File: src/rtl/serialize_ctrl_pkg.sv
// rtl/serialize_ctrl_pkg.sv - state enum and counter-width helper for serialize_ctrl (option SERIALIZE_CTRL_PARITY_EN)
package serialize_ctrl_pkg;

`ifdef SERIALIZE_CTRL_PARITY_EN
  typedef enum logic [1:0] {
    ST_IDLE   = 2'd0,
    ST_SHIFT  = 2'd1,
    ST_PARITY = 2'd2
  } state_t;
`else
  typedef enum logic {
    ST_IDLE  = 1'b0,
    ST_SHIFT = 1'b1
  } state_t;
`endif

  // Counter must hold 0..WIDTH-1 plus headroom so it never wraps.
  function automatic int cnt_width(input int width);
    return $clog2(width + 1);
  endfunction

endpackage

File: src/rtl/serialize_ctrl_if.sv
// rtl/serialize_ctrl_if.sv - parallel-in / serial-out handshake bundle for serialize_ctrl
interface serialize_ctrl_if #(
  parameter int WIDTH = 4
) ();
  logic             in_valid;
  logic             in_ready;
  logic [WIDTH-1:0] in_data;
  logic             out_ready;
  logic             ser_valid;
  logic             ser_out;
  logic             frame_start;
  logic             frame_end;
  logic             busy;

  modport master (
    output in_valid, in_data, out_ready,
    input  in_ready, ser_valid, ser_out, frame_start, frame_end, busy
  );

  modport slave (
    input  in_valid, in_data, out_ready,
    output in_ready, ser_valid, ser_out, frame_start, frame_end, busy
  );
endinterface

File: src/rtl/serialize_shreg.sv
// rtl/serialize_shreg.sv - WIDTH-bit parallel-load shift register presenting its MSB
module serialize_shreg #(
  parameter int WIDTH = 4
) (
  input  logic             clk,
  input  logic             rst,
  input  logic             load,
  input  logic             shift,
  input  logic [WIDTH-1:0] din,
  output logic             msb
);
  logic [WIDTH-1:0] q;

  // Load wins over shift; shifting left moves the next bit into the MSB slot.
  always_ff @(posedge clk or posedge rst) begin
    if (rst) begin
      q <= '0;
    end else if (load) begin
      q <= din;
    end else if (shift) begin
      q <= q << 1;
    end
  end

  assign msb = q[WIDTH-1];
endmodule

File: src/rtl/serialize_ctrl.sv
// rtl/serialize_ctrl.sv - word serializer FSM, MSB first, optional even parity bit (SERIALIZE_CTRL_PARITY_EN)
module serialize_ctrl
  import serialize_ctrl_pkg::*;
#(
  parameter int WIDTH = 4
) (
  input  logic           clk,
  input  logic           rst,
  serialize_ctrl_if.slave bus
);
  localparam int              CNT_W = cnt_width(WIDTH);
  localparam logic [CNT_W-1:0] LAST = CNT_W'(WIDTH - 1);

  state_t           state;
  state_t           state_nxt;
  logic [CNT_W-1:0] cnt;
  logic             last_bit;
  logic             load;
  logic             shift;
  logic             sh_msb;

  assign last_bit = (cnt == LAST);

  serialize_shreg #(
    .WIDTH(WIDTH)
  ) u_shreg (
    .clk  (clk),
    .rst  (rst),
    .load (load),
    .shift(shift),
    .din  (bus.in_data),
    .msb  (sh_msb)
  );

`ifdef SERIALIZE_CTRL_PARITY_EN
  logic parity_q;

  // Even parity of the captured word, frozen at load time since the shifter destroys the word.
  always_ff @(posedge clk or posedge rst) begin
    if (rst) begin
      parity_q <= 1'b0;
    end else if (load) begin
      parity_q <= ^bus.in_data;
    end
  end
`endif

  // State register.
  always_ff @(posedge clk or posedge rst) begin
    if (rst) begin
      state <= ST_IDLE;
    end else begin
      state <= state_nxt;
    end
  end

  // Next-state: load from IDLE, leave SHIFT only when the last data bit is taken.
  always_comb begin
    state_nxt = state;
    case (state)
      ST_IDLE: begin
        if (bus.in_valid && !rst) begin
          state_nxt = ST_SHIFT;
        end
      end
      ST_SHIFT: begin
        if (bus.out_ready && last_bit) begin
`ifdef SERIALIZE_CTRL_PARITY_EN
          state_nxt = ST_PARITY;
`else
          state_nxt = ST_IDLE;
`endif
        end
      end
`ifdef SERIALIZE_CTRL_PARITY_EN
      ST_PARITY: begin
        if (bus.out_ready) begin
          state_nxt = ST_IDLE;
        end
      end
`endif
      default: state_nxt = ST_IDLE;
    endcase
  end

  // Outputs and datapath strobes decoded from the current state.
  always_comb begin
    bus.in_ready    = 1'b0;
    bus.ser_valid   = 1'b0;
    bus.ser_out     = 1'b0;
    bus.frame_start = 1'b0;
    bus.frame_end   = 1'b0;
    bus.busy        = 1'b0;
    load            = 1'b0;
    shift           = 1'b0;
    case (state)
      ST_IDLE: begin
        bus.in_ready = !rst;
        load         = bus.in_valid && !rst;
      end
      ST_SHIFT: begin
        bus.ser_valid   = 1'b1;
        bus.busy        = 1'b1;
        bus.ser_out     = sh_msb;
        bus.frame_start = (cnt == '0);
`ifndef SERIALIZE_CTRL_PARITY_EN
        bus.frame_end   = last_bit;
`endif
        shift           = bus.out_ready;
      end
`ifdef SERIALIZE_CTRL_PARITY_EN
      ST_PARITY: begin
        bus.ser_valid = 1'b1;
        bus.busy      = 1'b1;
        bus.ser_out   = parity_q;
        bus.frame_end = 1'b1;
      end
`endif
      default: begin
        bus.in_ready = 1'b0;
      end
    endcase
  end

  // Bit counter: cleared on load, advances per accepted data bit, parks on the last one.
  always_ff @(posedge clk or posedge rst) begin
    if (rst) begin
      cnt <= '0;
    end else if (load) begin
      cnt <= '0;
    end else if (state == ST_SHIFT && bus.out_ready && !last_bit) begin
      cnt <= cnt + CNT_W'(1);
    end
  end
endmodule

File: src/flat_wrapper.sv
// flat-port wrapper written by rule: the top's interface ports become plain ports
module serialize_ctrl_flat import serialize_ctrl_pkg::*;
#(
  parameter int WIDTH = 4
)
  (clk, rst, bus_in_valid, bus_in_data, bus_out_ready, bus_in_ready, bus_ser_valid, bus_ser_out, bus_frame_start, bus_frame_end, bus_busy);
  serialize_ctrl_if #(.WIDTH(WIDTH)) bus_i ();
  input  logic clk;
  input  logic rst;
  input wire logic [$bits(bus_i.in_valid)-1:0] bus_in_valid;
  input wire logic [$bits(bus_i.in_data)-1:0] bus_in_data;
  input wire logic [$bits(bus_i.out_ready)-1:0] bus_out_ready;
  output wire logic [$bits(bus_i.in_ready)-1:0] bus_in_ready;
  output wire logic [$bits(bus_i.ser_valid)-1:0] bus_ser_valid;
  output wire logic [$bits(bus_i.ser_out)-1:0] bus_ser_out;
  output wire logic [$bits(bus_i.frame_start)-1:0] bus_frame_start;
  output wire logic [$bits(bus_i.frame_end)-1:0] bus_frame_end;
  output wire logic [$bits(bus_i.busy)-1:0] bus_busy;
  assign bus_i.in_valid = bus_in_valid;
  assign bus_i.in_data = bus_in_data;
  assign bus_i.out_ready = bus_out_ready;
  assign bus_in_ready = bus_i.in_ready;
  assign bus_ser_valid = bus_i.ser_valid;
  assign bus_ser_out = bus_i.ser_out;
  assign bus_frame_start = bus_i.frame_start;
  assign bus_frame_end = bus_i.frame_end;
  assign bus_busy = bus_i.busy;
  serialize_ctrl #(.WIDTH(WIDTH)) u_core (.clk(clk), .rst(rst), .bus(bus_i));
endmodule
File: config.mk
export PLATFORM = sky130hd
export DESIGN_NAME = serialize_ctrl_flat
export DESIGN_NICKNAME = d
export VERILOG_FILES = /design/src/rtl/serialize_ctrl_pkg.sv /design/src/rtl/serialize_ctrl_if.sv /design/src/rtl/serialize_shreg.sv /design/src/rtl/serialize_ctrl.sv /design/src/flat_wrapper.sv
export SDC_FILE = /design/constraint.sdc
export NUM_CORES = 1
export LEC_CHECK = 0
export ABC_AREA = 1
export BUFFER_PORTS_ARGS = -buffer_cell sky130_fd_sc_hd__buf_2
export CORE_AREA = 3 3 40 42
export DETAILED_ROUTE_END_ITERATION = 16
export DIE_AREA = 0 0 43 45
export GPL_ROUTABILITY_DRIVEN = 0
export GPL_TIMING_DRIVEN = 0
export PLACE_DENSITY = 0.67
export REMOVE_ABC_BUFFERS = 1
export SLEW_MARGIN = 0
export SYNTH_ARGS = -nofsm -noshare
export SYNTH_HDL_FRONTEND = slang
export SYNTH_SLANG_ARGS = --single-unit
File: constraint.sdc
create_clock -name clk -period 1.5 [get_ports clk]
set_clock_uncertainty 0.15 [all_clocks]
set_input_delay 0 -clock clk [delete_from_list [all_inputs] [get_ports clk]]
set_output_delay 0 -clock clk [all_outputs]
set_load 0.005 [all_outputs]
==> impl_results.md, run 1 <==
- Syn Inst Count: 63
- Routed vias/inst: 4.59
- Crit path kind: reg -> out
- Post-synthesis mux area share: 0%
- Asr flop ratio synth: 100%
- Main combinational cell family by area after synthesis: simple AND/OR/NAND/NOR gates
- Initial antenna violation count: 0
- ANT cells: 0
- Sequential element share of the synthesized area: 41.0%
- Xor/xnor cell area share of the yosys netlist: 0%
- Rel. slew slack: 78.1%
- Overflow left after global routing: 0
- Inserted Clock Buffers: 3
- Count of input and output buffers: 13
- Final period utilization: 94.0%
- CTS tree: yes
- CP required: 1.35 ns
- Vias in the first global route: 409
- Slew @ Worst Pin: 0.328 ns
- Max Transition Viols Final: 0
- Worst Hold Class: in -> async
- Slack of the critical path: 0.0898 ns
- Sw frac: 38.8%
- Clk buf depth: 2
- Die width: 43 um
- P_sw: 0.365 mW
- Part of the power in registers: 40.2%
- Final wirelength: 1.09 mm
- CP Max Fanout: 4
- Combinational share of power: 42.6%
- Synthesis warning total: 0
- # DRC: 0
- Synth area leaders: dfrtp_1 (41%), nand2_1 (15%), nand3_1 (13%), ha_1 (7.7%), inv_1 (6.9%)
- Leading area contributor after synthesis: dfrtp_1
- Status: finished, final reports clean
- Synth Flop Type: dfrtp_1
- Tot GR Track Use: 14.0%
- Worst ir drop on vdd: 0.727 mV
- Initial cell density of the core: 38.0%
- Layout fillers: 134
- Routed vias: 454
- Yosys reg bits: 8
- EDFF count, synth: 0
- Final ANT Viol Nets: 0
- Post-Synth Adder-Cell Area: 7.69%
- P_int: 0.576 mW
- Crit path launch type: flip-flop
- Root Buffer Master: clkbuf_4
- Post-synth top area share: 41.0%
- Mapped Area: 488 um^2
- Slowest stage delay, CP: 0.39 ns
- Core area: 1280 um^2
- Min Tclk post-route: 1.41 ns
- Max-cap violations: 0
- Slowest CP cell: dfrtp_1
- Drt wl/cell: 11.1 um
- Cell variety after synth: 14
- Post-synthesis compound-gate area fraction: 0%
- Most common cell in the netlist: nand2_1
- Setup bufs post-CTS: 0
- Pin count of the biggest net entering global routing: 13
- End-of-flow core utilization: 50.4%
- First-pass GRT wire length: 1.83 mm
- Max Fclk: 709 MHz
- # IOs: 14
- Synthesis-to-layout area growth: 32.8%
- Pleak: 0.379 nW
- Final Net Count: 97
- Rows: 13
- Skew-Pair Late Insertion Delay: 0.26 ns
- Clock transition at the registers of the reported paths: 0.06 ns
- DR pass1 iterations: 4
- Post-Synth Simple-Gate Area: 39.7%
- Die H: 45 um
- CTS sink cnt: 8
- Pwr dens: 1450 nW/um^2
- Cell breakdown of the critical path: ha_1 > ha_2 > nand2_1 > inv_1 > buf_2
- Drt initial violations: 2
- Top cells by count, synth: nand2_1 (20), nand3_1 (13), inv_1 (9), dfrtp_1 (8), ha_1 (3)
- Final Hold Vio Count: 0
- Ratio of cells with drive above 1 in the final layout: 26.2%
- Clk pwr share: 17.3%
- RSZ-0062 raised after global routing: false
- Worst setup EP type: output port
- CP Data Arrival Time: 1.26 ns
- Syn_area_per_cell: 7.75 um^2
- Detailed-placement wirelength estimate: 703 um
- Setup TNS: 0 ns
- Final setup fails: 0
- Die area: 1940 um^2
- Place WS: 0.132 ns
- CTS H-Tree Depth: 1
routing by layer:
metal  global-route usage (%)  share of wire [%]  up-vias
met1                     14.6                 40      199
li1                         -                  -      238
met2                     23.1                 51       15
met5                        0                  0        -
met4                     7.23                1.5        0
met3                     7.17                7.1        2
layout make-up:
type                    instances  area [um^2]  area share [%]
clock buffers                   3         22.5            3.47
inverters                      10         37.5            5.79
flip-flops and latches          8          200            30.9
repair buffers                 20          135            20.8
multi-input cells              43          234            36.1
well taps                      15         18.8            2.90
critical path: cells and delay by family (launching register included):
family | cells | cell delay (ns)
adders and majority gates | 2 | 0.41
DFF | 1 | 0.39
buffers and inverters | 2 | 0.14
and+or+nand+nor | 1 | 0.07
cell families after synthesis:
family / Yosys count
and+or+nand+nor: 40
buffers and inverters: 12
DFF: 8
adders and majority gates: 3
cell usage in the layout, fill, tap and decap left out, drive strengths merged:
cell type	count
inv	10
nand3	13
ha	3
buf	13
dlygate4sd3	7
nor2	3
dfrtp	8
clkbuf	3
nand2	22
nand3b	2
registers in the layout, indices dropped and copies added, names as in the netlist:
signal            flops
u_core.state          1
u_core.cnt            3
u_core.u_shreg.q      4
stage by stage:
step / power [mW] / instances / hold WS (ns) / area, um^2
floorplan: 0.633 / 61 / -0.334 / 469
detailed placement: 0.768 / 89 / -0.154 / 553
global placement: 0.758 / 89 / -0.155 / 553
CTS: 0.950 / 99 / 0.120 / 646
finish: 0.941 / 99 / 0.124 / 648
global route: 1.05 / 99 / 0.136 / 648
power by group through the flow:
stage / Combinational, mW / Sequential (mW) / Clock, mW
finish: 0.400 / 0.378 / 0.162
global route: 0.469 / 0.396 / 0.185
CTS: 0.402 / 0.378 / 0.170
detailed placement: 0.386 / 0.382 / 0
global placement: 0.378 / 0.379 / 0
floorplan: 0.261 / 0.372 / 0
timing repair:
item,4_1_cts,5_1_grt
hold buffers,7,0
setup endpoints to repair,0,1
endpoints found under the hold margin,13,0
resized for setup,0,1
final timing paths:
kind                                     startpoint                   to  slack [ns]  cells after the start
worst min register to register  u_core.u_shreg.q[0]  u_core.u_shreg.q[0]        0.35                      2
max in group asynchronous                       rst        u_core.cnt[1]        0.82                      3
worst max register to register        u_core.cnt[0]        u_core.cnt[0]        0.18                      5
worst min-delay path                            rst  u_core.u_shreg.q[0]        0.12                      3
worst max-delay path                  u_core.cnt[0]        bus_frame_end        0.09                      5
min in group clk                u_core.u_shreg.q[0]  u_core.u_shreg.q[0]        0.35                      2
Note: power is estimated with default switching activity, not from simulation.
==> run 2: changes to the inputs <==
--- a/config.mk
+++ b/config.mk
@@ -6,13 +6,13 @@
 export NUM_CORES = 1
 export LEC_CHECK = 0
 export ABC_AREA = 1
-export BUFFER_PORTS_ARGS = -buffer_cell sky130_fd_sc_hd__buf_2
 export CORE_AREA = 3 3 40 42
 export DETAILED_ROUTE_END_ITERATION = 16
 export DIE_AREA = 0 0 43 45
+export DONT_BUFFER_PORTS = 1
 export GPL_ROUTABILITY_DRIVEN = 0
 export GPL_TIMING_DRIVEN = 0
-export PLACE_DENSITY = 0.67
+export PLACE_DENSITY = 0.58
 export REMOVE_ABC_BUFFERS = 1
 export SLEW_MARGIN = 0
 export SYNTH_ARGS = -nofsm -noshare
==> run 2 against run 1 <==
Net effect:
- die area unchanged
- worst hold slack worse by 0.068 ns
- cell area fell by 10%
- worst setup slack improved by 0.058 ns
- sequential share of layout area up 3.6 points
- non-clock buffer count shrank 13
- cell count down 13%
- critical path depth fell by 1
- clock power down 2%
- combinational power decreased by 20%
- critical path type unchanged
- largest power group is now sequential cells
==> impl_results.md, run 2 (synthesized netlist as in run 1, its figures left out) <==
- Tot GR Track Use: 9.92% (-4.0 points)
- Rel. slew slack: 73.7% (-4.4 points)
- Final Hold Vio Count: 0 (unchanged)
- Total power: 0.866 mW (-7.9%)
- Combinational share of power: 37.1% (-5.5 points)
- # DRC: 0 (unchanged)
- P_int: 0.526 mW (-8.7%)
- CP Data Arrival Time: 1.20 ns (-0.06 ns)
- Min Tclk post-route: 1.35 ns (-0.0583 ns)
- Largest regs: u_core.u_shreg.q: 4 flops, u_core.cnt: 3 flops, u_core.state: 1 flops
- Initial antenna violation count: 0 (unchanged)
- Final Net Count: 84 (-13%)
- Slew @ Worst Pin: 0.395 ns (+0.0666 ns)
- Post-cts hold buffer count: 7 (unchanged)
- Pwr dens: 1490 nW/um^2 (+2.8%)
- Final ANT Viol Nets: 0 (unchanged)
- Max-cap violations: 0 (unchanged)
- Die width: 43 um (unchanged)
- Clock transition at the registers of the reported paths: 0.05 ns (about the same)
- Reg2Reg Depth: 5 (unchanged)
- Sw frac: 39.3% (+0.47 points)
- Detailed-placement wirelength estimate: 657 um (-6.5%)
- Status: finished, final reports clean
- Routed vias/inst: 4.44 (-3.1%)
- CP required: 1.35 ns (about the same)
- Skew-Pair Late Insertion Delay: 0.25 ns (about the same)
- Max Fclk: 740 MHz (+4.3%)
- R2r setup slk: 0.15 ns (-0.03 ns)
- Die H: 45 um (unchanged)
- Root Buffer Master: clkbuf_4
- Most common cell after layout, fill and taps aside: nand2_1
- Pleak: 0.326 nW (-14%)
- Rows: 13 (unchanged)
- Cells after DPL: 76 (-15%)
- ANT cells: 0 (unchanged)
- Part of the power in registers: 44.8% (+4.6 points)
- Routed vias: 382 (-16%)
- Die area: 1940 um^2 (unchanged)
- Worst r2r dst: u_core.cnt[0]
- Synthesis-to-layout area growth: 19.0%
- Setup bufs post-CTS: 0 (unchanged)
- Worst setup EP type: output port
- CTS H-Tree Depth: 1 (unchanged)
- CP Max Fanout: 4 (unchanged)
- Pin count of the biggest net entering global routing: 13 (unchanged)
- Final setup fails: 0 (unchanged)
- Setup TNS: 0 ns (unchanged)
- P_sw: 0.340 mW (-6.8%)
- Final wirelength: 870 um (-20%)
- # IOs: 14 (unchanged)
- Max Transition Viols Final: 0 (unchanged)
- Worst Hold Class: in -> async
- CTS tree: yes
- DR pass1 iterations: 2 (-2)
- Drt initial violations: 2 (unchanged)
- Ratio of cells with drive above 1 in the final layout: 11.3% (-15 points)
- Drt wl/cell: 10.1 um (-8.5%)
- Initial cell density of the core: 38.0% (unchanged)
- Non-filler cells, final: 86 (-13%)
- Clk pwr share: 18.2% (+0.9 points)
- Reg2reg start: u_core.cnt[0]
- Most flops, register: u_core.u_shreg.q
- Core area: 1280 um^2 (unchanged)
- Worst ir drop on vdd: 0.569 mV (-22%)
- Inserted Clock Buffers: 3 (unchanged)
- Final period utilization: 90.1% (-3.9 points)
- Clk buf depth: 2 (unchanged)
- Post-CTS resize count: 0 (unchanged)
- Most frequent cells in the layout: nand2_1 (20), nand3_1 (13), inv_1 (9)
- Crit path kind: reg -> out
- Max FFs per register: 4 (unchanged)
- Crit path launch type: flip-flop
- Count of input and output buffers: 0 (-13)
- Vias in the first global route: 345 (-16%)
- CTS sink cnt: 8 (unchanged)
- Overflow left after global routing: 0 (unchanged)
- First-pass GRT wire length: 1.37 mm (-25%)
- RSZ-0062 raised after global routing: false
run 2: metrics by stage:
step	setup WS [ns]	utilization (%)	hold WS [ns]	area (um^2)
2_1_floorplan	0.223	-	-0.334	469
3_3_place_gp	0.148	38.0	-0.296	488
3_5_place_dp	0.145	38.0	-0.296	488
4_1_cts	0.123	45.2	0.0585	581
5_1_grt	0.0200	45.2	0.0899	581
6_report	0.148	45.2	0.0563	581
run 2: cell type report:
type / count / area [um^2]
clock buffers: 3 / 22.5
flip-flops and latches: 8 / 200
multi-input cells: 43 / 231
fillers: 124 / 704
inverters: 10 / 37.5
repair buffers: 7 / 70.1
well taps: 15 / 18.8
run 2: power by group through the flow:
| stage | clock, mW | combinational, mW | sequential (mW) |
|---|---|---|---|
| after floorplan | 0 | 0.261 | 0.372 |
| after global placement | 0 | 0.304 | 0.391 |
| after detailed placement | 0 | 0.309 | 0.394 |
| after CTS | 0.166 | 0.328 | 0.391 |
| after global routing | 0.176 | 0.372 | 0.403 |
| final | 0.158 | 0.321 | 0.388 |
run 2: worst max-delay path by stage:
stage | from | end | cells past startpoint
floorplan | u_core.cnt[0] | u_core.cnt[2] | 6
detailed placement | u_core.cnt[0] | u_core.cnt[2] | 6
global route | u_core.state | u_core.cnt[2] | 5
finish | u_core.cnt[0] | bus_frame_end | 4
CTS | u_core.cnt[0] | bus_frame_end | 4
global placement | u_core.cnt[0] | u_core.cnt[0] | 5
run 2: worst max-delay path: stages (launching register included):
cell and delay [ns]:
dfrtp_1 0.39, ha_1 0.21, ha_1 0.23, nand2_1 0.08, inv_1 0.05
run 2: layer usage:
metal / part of all wire (%) / global-route usage (%) / vias to the layer above
li1: - / - / 211
met1: 44 / 10.6 / 163
met2: 51 / 16.2 / 8
met3: 5.3 / 5.98 / 0
met4: 0 / 3.61 / 0
met5: 0 / 0 / -
==> run 3: changes to the inputs <==
==> constraint.sdc (replaced) <==
create_clock -name clk -period 1.5 [get_ports clk]
set_clock_uncertainty 0.15 [all_clocks]
set_input_delay 0 -clock clk [delete_from_list [all_inputs] [get_ports clk]]
set_output_delay 0 -clock clk [all_outputs]
set_load 0.1 [all_outputs]
==> run 3 against run 2 <==
Net effect:
- the run now ends with hold timing, setup timing left
- total power rose by 82%
- clock power rose by 10%
- worst hold slack got worse by 0.14 ns
- maximum frequency fell by 37%
- global-route usage rose by 1.3 points
- clock-buffer cell count rose by 1
- critical path depth rose by 1
- largest power group is now combinational cells
- highest routed layer unchanged
==> impl_results.md, run 3 (synthesized netlist as in run 1, its figures left out) <==
- CP Max Fanout: 7 (+3)
- Layout fillers: 109 (-12%)
- Final setup fails: 12 (+12)
- Max Fclk: 465 MHz (-37%)
- First-pass GRT wire length: 1.55 mm (+14%)
- Routed vias: 439 (+15%)
- # IOs: 14 (unchanged)
- R2r setup slk: -0.65 ns (-0.80 ns)
- CTS H-Tree Depth: 1 (unchanged)
- Clock transition at the registers of the reported paths: 0.06 ns (about the same)
- CP required: 1.49 ns (+0.14 ns)
- Slew @ Worst Pin: 0.783 ns (+0.388 ns)
- ANT cells: 0 (unchanged)
- CTS sink cnt: 8 (unchanged)
- Sequential cell area: 204 um^2 (+1.9%)
- Crit path kind: reg -> reg
- Slack of the critical path: -0.650 ns (-0.798 ns)
- Failing checks: hold timing, setup timing
- Pleak: 0.362 nW (+11%)
- Rows: 13 (unchanged)
- Inserted Clock Buffers: 3 (unchanged)
- Reg2reg start: u_core.state
- # DRC: 0 (unchanged)
- Die area: 1940 um^2 (unchanged)
- Final Hold Vio Count: 3 (+3)
- DR pass1 iterations: 4 (+2)
- Final wirelength: 1.03 mm (+19%)
- Reg2Reg Depth: 5 (unchanged)
- Crit path to: u_core.cnt[1]
- Max Transition Viols Final: 0 (unchanged)
- Detailed-placement wirelength estimate: 657 um (about the same)
- Multi-input gate area: 290 um^2 (+25%)
- End-of-flow core utilization: 54.9% (+9.7 points)
- Final Net Count: 91 (+8.3%)
- Hold WS: -0.0853 ns (-0.142 ns)
- Total power: 1.58 mW (+82%)
- Routed vias/inst: 4.67 (+5.1%)
- Worst Hold Class: in -> reg
- Drt initial violations: 8 (+6)
- Worst r2r dst: u_core.cnt[1]
- Final ANT Viol Nets: 0 (unchanged)
- Root Buffer Master: clkbuf_4
- Vias in the first global route: 396 (+15%)
- Status: finished with violations
- Worst setup EP type: flip-flop
- Worst ir drop on vdd: 0.840 mV (+48%)
- RSZ-0062 raised after global routing: true
- Ratio of cells with drive above 1 in the final layout: 32.9% (+22 points)
- Pin count of the biggest net entering global routing: 9 (-4)
- Core area: 1280 um^2 (unchanged)
- Synthesis-to-layout area growth: 44.6%
- Initial cell density of the core: 38.0% (unchanged)
- Tot GR Track Use: 11.2% (+1.3 points)
- Die H: 45 um (unchanged)
- Pwr dens: 2240 nW/um^2 (+50%)
- Count of input and output buffers: 0 (unchanged)
- Slowest CP cell: dfrtp_4
- Cell breakdown of the critical path: buf_6 > nor2_4 > nand2_4 > nand3_1 > nand2_1
- Most frequent cells in the layout: nand2_1 (16), nand3_1 (9), dlygate4sd3_1 (8)
- Post-cts hold buffer count: 8 (+1)
- Crit path launch type: flip-flop
- Drt wl/cell: 11.0 um (+8.7%)
- Rel. slew slack: 47.7% (-26 points)
- Max FFs per register: 4 (unchanged)
- CTS tree: yes
- Largest regs: u_core.u_shreg.q: 4 flops, u_core.cnt: 3 flops, u_core.state: 1 flops
- Initial antenna violation count: 0 (unchanged)
- Final period utilization: 143% (+53 points)
- Max-cap violations: 0 (unchanged)
- Min Tclk post-route: 2.15 ns (+0.798 ns)
- Slowest stage delay, CP: 0.72 ns (+0.33 ns)
- Overflow left after global routing: 0 (unchanged)
- Worst setup startpoint: u_core.state
- Most common cell after layout, fill and taps aside: nand2_1
- Clk buf depth: 2 (unchanged)
- Die width: 43 um (unchanged)
- Skew-Pair Late Insertion Delay: 0.26 ns (about the same)
- Most flops, register: u_core.u_shreg.q
- CP Data Arrival Time: 2.14 ns (+0.94 ns)
## run 3: report_power, final
group	total (mW)	internal, mW	switching [mW]
Combinational	0.842	0.255	0.586
Clock	0.174	0.102	0.0728
Sequential	0.564	0.306	0.257
## run 3: layout make-up
| class | count | share of cell area (%) |
|---|---|---|
| sequential | 8 | 28.9 |
| multi-input combinational | 44 | 41.1 |
| timing repair buffer | 13 | 17.2 |
| inverter | 10 | 6.38 |
| clock buffer | 4 | 3.72 |
| tap | 15 | 2.66 |
## run 3: stage by stage
stage	area (um^2)	worst slack, ns	std cells	TNS [ns]	hold slack [ns]
floorplan	469	-1.71	61	-14.85	-0.334
global placement	488	-1.80	76	-16.43	-0.296
detailed placement	503	-0.835	77	-8.55	-0.295
CTS	686	-0.647	94	-7.14	-0.0881
global route	706	-0.727	94	-7.77	-0.0861
finish	706	-0.650	94	-7.11	-0.0853
## run 3: how the worst min path moves through the flow
stage                     startpoint                   to  slack (ns)  cells past startpoint
after floorplan                  rst        u_core.cnt[0]       -0.33                      1
after global placement           rst  u_core.u_shreg.q[0]       -0.30                      1
after detailed placement         rst  u_core.u_shreg.q[0]       -0.29                      1
after CTS                        rst  u_core.u_shreg.q[0]       -0.09                      3
after global routing             rst  u_core.u_shreg.q[0]       -0.09                      3
final                            rst  u_core.u_shreg.q[0]       -0.09                      3
## run 3: critical path, delay by kind of cell, from the launching register on
kind	cells	cell delay, ns
simple gates	4	0.91
buf+inv	1	0.24
flops	1	0.72
## run 3: metal layers
| layer | global-route usage (%) | routed length [um] | share of wire [%] |
|---|---|---|---|
| met1 | 11.4 | 416 | 40 |
| met2 | 19.8 | 564 | 55 |
| met3 | 5.98 | 53 | 5.1 |
| met4 | 3.61 | 0 | 0 |
| met5 | 0 | 0 | 0 |
## run 3: timing repair
action | in CTS | in global routing
setup buffers | 4 | 0
hold endpoints to repair | 17 | 3
pin swaps | 3 | 2
gates resized for setup | 10 | 5
setup endpoints to repair | 12 | 12
cloned | 1 | 0
